<file path="config.mk">
export PLATFORM = sky130hd
export DESIGN_NAME = fixed_lat_sched_flat
export DESIGN_NICKNAME = d
export VERILOG_FILES = /design/src/rtl/fixed_lat_sched_if.sv /design/src/rtl/fixed_lat_sched.sv /design/src/flat_wrapper.sv
export SDC_FILE = /design/constraint.sdc
export NUM_CORES = 1
export LEC_CHECK = 0
export CAP_MARGIN = 10
export CORE_UTILIZATION = 42
export DETAILED_ROUTE_END_ITERATION = 6
export PLACE_DENSITY = 0.73
export SLEW_MARGIN = 15
export SYNTH_ARGS = -nofsm -noshare
export SYNTH_HDL_FRONTEND = slang
export SYNTH_SLANG_ARGS = --single-unit
</file>
<file path="constraint.sdc">
create_clock -name clk -period 1.7 [get_ports clk]
set_input_delay 0.34 -clock clk [delete_from_list [all_inputs] [get_ports clk]]
set_output_delay 0.34 -clock clk [all_outputs]
set_load 0.05 [all_outputs]
</file>
<file path="src/rtl/fixed_lat_sched_if.sv">
// Requester/resource bundle for the fixed-latency scheduler.
// The scheduler takes the slave view. The requester/resource side takes the master view.
interface fixed_lat_sched_if #(
  parameter int N_REQ   = 4,
  parameter int MAX_OUT = 3,
  parameter int ERR_W   = 8
);
  localparam int ID_W  = (N_REQ > 1) ? $clog2(N_REQ) : 1;
  localparam int OUT_W = $clog2(MAX_OUT + 1);

  logic             en;
  logic [N_REQ-1:0] req;
  logic [N_REQ-1:0] gnt;
  logic             issue;
  logic [ID_W-1:0]  issue_id;
  logic             res_rsp;
  logic [N_REQ-1:0] done;
  logic             err_miss;
  logic             err_spur;
  logic [OUT_W-1:0] outstanding;
  logic [ERR_W-1:0] err_cnt;

  modport slave (
    input  en, req, res_rsp,
    output gnt, issue, issue_id, done, err_miss, err_spur, outstanding, err_cnt
  );

  modport master (
    output en, req, res_rsp,
    input  gnt, issue, issue_id, done, err_miss, err_spur, outstanding, err_cnt
  );
endinterface

</file>
<file path="src/rtl/fixed_lat_sched.sv">
// Round-robin scheduler for a fixed-latency pipelined resource.
// A response is required exactly LAT edges after each issue; missing and spurious responses are counted.
module fixed_lat_sched #(
  parameter int N_REQ   = 4,
  parameter int LAT     = 3,
  parameter int MAX_OUT = 3,
  parameter int ERR_W   = 8
) (
  input  logic              clk,
  input  logic              rst_n,
  fixed_lat_sched_if.slave  bus
);
  localparam int ID_W  = (N_REQ > 1) ? $clog2(N_REQ) : 1;
  localparam int OUT_W = $clog2(MAX_OUT + 1);
  localparam logic [OUT_W-1:0] MAX_OUT_V = OUT_W'(MAX_OUT);
  localparam logic [ERR_W-1:0] ERR_MAX   = {ERR_W{1'b1}};
  localparam logic [N_REQ-1:0] ONE_HOT0  = {{(N_REQ-1){1'b0}}, 1'b1};

  logic [LAT-1:0]   vld_q, vld_d;
  logic [ID_W-1:0]  id_q [LAT];
  logic [ID_W-1:0]  id_d [LAT];
  logic [ID_W-1:0]  ptr_q, ptr_d;
  logic [OUT_W-1:0] out_q, out_d;
  logic [ERR_W-1:0] err_cnt_q, err_cnt_d;
  logic [N_REQ-1:0] done_q, done_d;
  logic             err_miss_q, err_miss_d;
  logic             err_spur_q, err_spur_d;

  logic             exp_s;
  logic [ID_W-1:0]  exp_id_s;
  logic             elig_s;
  logic             found_s;
  logic [ID_W-1:0]  win_s;
  logic [ID_W:0]    cand_s;
  logic [N_REQ-1:0] gnt_s;

  assign exp_s    = vld_q[LAT-1];
  assign exp_id_s = id_q[LAT-1];

  // Round-robin search from the pointer, wrapping modulo N_REQ.
  always_comb begin
    found_s = 1'b0;
    win_s   = '0;
    cand_s  = '0;
    for (int i = 0; i < N_REQ; i++) begin
      cand_s = {1'b0, ptr_q} + (ID_W+1)'(i);
      if (cand_s >= (ID_W+1)'(N_REQ)) begin
        cand_s = cand_s - (ID_W+1)'(N_REQ);
      end else begin
        cand_s = cand_s;
      end
      if (!found_s && bus.req[cand_s[ID_W-1:0]]) begin
        found_s = 1'b1;
        win_s   = cand_s[ID_W-1:0];
      end else begin
        found_s = found_s;
      end
    end
  end

  // At the cap, a slot is free only when an entry is retiring on this same edge.
  always_comb begin
    elig_s = bus.en & found_s &
             ((out_q < MAX_OUT_V) | ((out_q == MAX_OUT_V) & exp_s));
    if (elig_s) begin
      gnt_s = ONE_HOT0 << win_s;
    end else begin
      gnt_s = '0;
    end
  end

  assign bus.gnt         = gnt_s;
  assign bus.issue       = |gnt_s;
  assign bus.issue_id    = win_s;
  assign bus.done        = done_q;
  assign bus.err_miss    = err_miss_q;
  assign bus.err_spur    = err_spur_q;
  assign bus.outstanding = out_q;
  assign bus.err_cnt     = err_cnt_q;

  // Next state: tag pipeline shift, pointer, in-flight count, response check.
  always_comb begin
    vld_d = '0;
    for (int i = 0; i < LAT; i++) begin
      id_d[i] = '0;
    end
    vld_d[0] = elig_s;
    id_d[0]  = win_s;
    for (int i = 1; i < LAT; i++) begin
      vld_d[i] = vld_q[i-1];
      id_d[i]  = id_q[i-1];
    end

    if (elig_s) begin
      if (win_s == ID_W'(N_REQ - 1)) begin
        ptr_d = '0;
      end else begin
        ptr_d = win_s + ID_W'(1);
      end
    end else begin
      ptr_d = ptr_q;
    end

    case ({elig_s, exp_s})
      2'b10:   out_d = out_q + OUT_W'(1);
      2'b01:   out_d = out_q - OUT_W'(1);
      default: out_d = out_q;
    endcase

    if (exp_s && bus.res_rsp) begin
      done_d = ONE_HOT0 << exp_id_s;
    end else begin
      done_d = '0;
    end
    err_miss_d = exp_s & ~bus.res_rsp;
    err_spur_d = ~exp_s & bus.res_rsp;

    if ((err_miss_d || err_spur_d) && (err_cnt_q != ERR_MAX)) begin
      err_cnt_d = err_cnt_q + ERR_W'(1);
    end else begin
      err_cnt_d = err_cnt_q;
    end
  end

  // State registers; reset discards in-flight entries without reporting them.
  always_ff @(posedge clk or negedge rst_n) begin
    if (!rst_n) begin
      vld_q      <= '0;
      for (int i = 0; i < LAT; i++) begin
        id_q[i] <= '0;
      end
      ptr_q      <= '0;
      out_q      <= '0;
      err_cnt_q  <= '0;
      done_q     <= '0;
      err_miss_q <= 1'b0;
      err_spur_q <= 1'b0;
    end else begin
      vld_q      <= vld_d;
      for (int i = 0; i < LAT; i++) begin
        id_q[i] <= id_d[i];
      end
      ptr_q      <= ptr_d;
      out_q      <= out_d;
      err_cnt_q  <= err_cnt_d;
      done_q     <= done_d;
      err_miss_q <= err_miss_d;
      err_spur_q <= err_spur_d;
    end
  end
endmodule

</file>
<file path="src/flat_wrapper.sv">
// flat-port wrapper written by rule: the top's interface ports become plain ports
module fixed_lat_sched_flat 
#(
  parameter int N_REQ   = 4,
  parameter int LAT     = 3,
  parameter int MAX_OUT = 3,
  parameter int ERR_W   = 8
)
  (clk, rst_n, bus_en, bus_req, bus_res_rsp, bus_gnt, bus_issue, bus_issue_id, bus_done, bus_err_miss, bus_err_spur, bus_outstanding, bus_err_cnt);
  fixed_lat_sched_if #(.N_REQ(N_REQ), .MAX_OUT(MAX_OUT), .ERR_W(ERR_W)) bus_i ();
  input  logic clk;
  input  logic rst_n;
  input wire logic [$bits(bus_i.en)-1:0] bus_en;
  input wire logic [$bits(bus_i.req)-1:0] bus_req;
  input wire logic [$bits(bus_i.res_rsp)-1:0] bus_res_rsp;
  output wire logic [$bits(bus_i.gnt)-1:0] bus_gnt;
  output wire logic [$bits(bus_i.issue)-1:0] bus_issue;
  output wire logic [$bits(bus_i.issue_id)-1:0] bus_issue_id;
  output wire logic [$bits(bus_i.done)-1:0] bus_done;
  output wire logic [$bits(bus_i.err_miss)-1:0] bus_err_miss;
  output wire logic [$bits(bus_i.err_spur)-1:0] bus_err_spur;
  output wire logic [$bits(bus_i.outstanding)-1:0] bus_outstanding;
  output wire logic [$bits(bus_i.err_cnt)-1:0] bus_err_cnt;
  assign bus_i.en = bus_en;
  assign bus_i.req = bus_req;
  assign bus_i.res_rsp = bus_res_rsp;
  assign bus_gnt = bus_i.gnt;
  assign bus_issue = bus_i.issue;
  assign bus_issue_id = bus_i.issue_id;
  assign bus_done = bus_i.done;
  assign bus_err_miss = bus_i.err_miss;
  assign bus_err_spur = bus_i.err_spur;
  assign bus_outstanding = bus_i.outstanding;
  assign bus_err_cnt = bus_i.err_cnt;
  fixed_lat_sched #(.N_REQ(N_REQ), .LAT(LAT), .MAX_OUT(MAX_OUT), .ERR_W(ERR_W)) u_core (.clk(clk), .rst_n(rst_n), .bus(bus_i));
endmodule
</file>
==> results.md <==
- Status: finished, violations left
- Failing checks: setup timing
- Register area share after synthesis: 56.8%
- N_diodes: 0
- Initial antenna violation count: 0
- Proportion of layout cells with a drive suffix above 1: 50.0%
- Synthesized area: 1190 um2
- Clock-pin slew on the worst setup and hold paths: 0.15 ns
- Synth Area per Inst: 12.0 um2
- Detail Placement HPWL: 1.80 mm
- Ports: 31
- Crit path DAT: 1.96 ns
- Seq cells post-synth: 27
- GRT Residual Overflow: 0
- Max frequency: 435 MHz
- Clock Tree Buf Depth: 2
- Initial Util: 46.3%
- PnR worst setup slack: -0.601 ns
- # clock sinks: 27
- Power density over cell area: 1680 nW/um2
- Final setup vio count: 8
- Die Area: 3050 um2
- CTS Hold Buffers Added: 0
- Largest net degree at the start of global routing: 28
- Die height: 55.2 um
- Post-layout min period: 2.30 ns
- Maximum vdd drop: 0.00138 V
- Non-filler cells, final: 184
- Final Power: 3.05 mW
- DRC Markers: 0
- Via Count: 916
- Core area: 2570 um2
- Worst min-delay path category: input port to async pin
- Hold Vio Cnt, Final: 0
- CP Capture Type: output pin
- Slew Limit Fails: 0
- Ys Warns: 0
- Port bufs: 30
- Dpl cells: 175
- Critical Path Source Type: flop
- CTS tree: yes
- Num CTS Buffers: 3
- Vias in the first global route: 942
- Vias per cell: 4.98
- Period utilization: 135%
- First-pass GRT wire length: 4.22 mm
- 1st-iter DRT viols: 17
- Root buffer cell: clkbuf_4
- Wire length per cell: 13.0 um
- RSZ-0062 raised after global routing: true
- GR Util All Layers: 17.4%
- Nets: 171
- Row Count: 18
- Area added between synthesis and finish: 52.9%
- Cell variety after synth: 32
- Worst Tran Pin Value: 0.369 ns
- Worst Clk Skew: 0.0169 ns
- First-pass DRT Iterations: 2
- Post-route ant nets: 0
- Register Area: 679 um2
- Post-synth net total: 115
- Final WL: 2.39 mm
- Slew HR: 75.3%
- Pre-CTS setup slack: -0.653 ns
- Filler Cell Count: 188
- Area of the multi-input gates: 562 um2
- Worst hold margin: 0.351 ns
- H-tree levels: 1
- LEAKAGE: 0.876 nW
- Die X: 55.2 um
- Post-synthesis cell count: 99
- CP Class: flop to output pin
- Worst-skew pair later-pin latency: 0.33 ns
- Area post-placement: 1690 um2
- Max-cap violations: 0
- Req. time, crit path: 1.36 ns
- RePlAce Congestion: 0.812
- Crit path max fanout: 4
- Final design instance area without fill: 1820 um2
[repair_timing]
action                                  4_1_cts  5_1_grt
setup buffers                                 2        3
endpoints found under the setup margin       11       10
pin swaps                                     3        7
resized for setup                            26        9
[flip-flops by register name, indices dropped and copies added, names as in the netlist]
register                flops
u_core.bus.done             4
u_core.bus.err_cnt          8
u_core.bus.err_miss         1
u_core.bus.err_spur         1
u_core.bus.outstanding      2
u_core.exp_id_s             2
u_core.id_d                 4
u_core.ptr_q                2
u_core.vld_q                3
[Yosys cell counts (all sizes together)]
cell    number  area (um2)
and2         5        31.3
and3b        1        8.76
a21oi        3        15.0
nand2        6        25.0
or3          2        12.5
nand4        3        18.8
xnor2        2        17.5
mux2i        1        10.0
a22oi        1        7.51
o22ai        1        6.26
inv          6        22.5
o41ai        1        16.3
a311o        1        10.0
buf          2        15.0
ha           8         100
or2          1        6.26
nor3         1        5.00
dfrtp       27         676
o21ai        4        20.0
nand3        3        15.0
o31ai        1        7.51
nor3b        2        15.0
a31oi        1        12.5
nand2b       1        6.26
nor2         6        22.5
mux2         4        48.8
o22a         1        8.76
xor2         2        17.5
and3         2        12.5
[routing by layer]
layer	vias up	track usage, %	wire length (um)
met2	20	31.8	1210
met1	443	19.6	1070
met4	0	6.43	35
met3	4	3.98	84
li1	449	-	-
met5	-	0	0
[report_power, final]
group,switching [mW],internal (mW)
logic,0.980,0.743
clock network,0.187,0.0882
registers,0.193,0.861
total,1.36,1.69
[critical path: stages (launching register included)]
cell	delay [ns]
dfrtp_1	0.44
mux2i_1	0.14
and2_1	0.14
a311o_1	0.38
inv_2	0.14
ha_4	0.14
and2_4	0.14
buf_12	0.13
[cell families after synthesis]
group / count (synthesis) / synth area share (%)
adder cells (fa/ha/maj): 8 / 8.41
multiplexers: 5 / 4.94
buffers and inverters: 8 / 3.15
AND/OR/NAND/NOR: 33 / 15.0
AO/OA/AOI/OAI: 14 / 8.73
flip-flops: 27 / 56.8
XOR/XNOR: 4 / 2.94
[per-stage QoR]
step	util [%]	TNS (ns)
after floorplan	-	-0.178
after global placement	65.7	-6.14
after detailed placement	65.7	-7.18
after CTS	68.1	-3.09
after global routing	70.9	-3.93
final	70.9	-3.28
[final cells by class]
cell class	count	area share, %
clock buffers	3	1.24
clock inverters	1	0.275
inverters	6	1.24
multi-input cells	64	30.9
flip-flops and latches	27	37.3
well taps	30	2.06
repair buffers	53	27.0
[final timing paths]
check | end | depth (start not counted) | slack, ns | startpoint
setup / recovery | bus_gnt[1] | 7 | -0.60 | u_core.ptr_q[1]
hold / removal | u_core.bus.done[3] | 2 | 0.35 | rst_n
setup reg to reg | u_core.ptr_q[1] | 6 | -0.14 | u_core.ptr_q[1]
hold reg to reg | u_core.id_d[0] | 0 | 0.35 | u_core.id_d[2]
max in group asynchronous | u_core.vld_q[2] | 2 | 1.07 | rst_n
min in group clk | u_core.id_d[0] | 0 | 0.35 | u_core.id_d[2]
[cell usage in the layout (no fill, tap or decap), drive strengths merged, types with 2 or more instances in the layout]
| master | Yosys | layout |
|---|---|---|
| mux2 | 4 | 4 |
| clkdlybuf4s50 | 0 | 2 |
| o21ai | 4 | 4 |
| nor2 | 6 | 6 |
| nand4 | 3 | 3 |
| nand3 | 3 | 3 |
| dfrtp | 27 | 27 |
| xor2 | 2 | 2 |
| nor3b | 2 | 2 |
| clkbuf | 0 | 3 |
| and3 | 2 | 2 |
| a21oi | 3 | 3 |
| buf | 2 | 49 |
| or3 | 2 | 2 |
| xnor2 | 2 | 2 |
| nand2 | 6 | 6 |
| inv | 6 | 6 |
| ha | 8 | 8 |
| and2 | 5 | 5 |
Note: power is estimated with default switching activity, not from simulation.
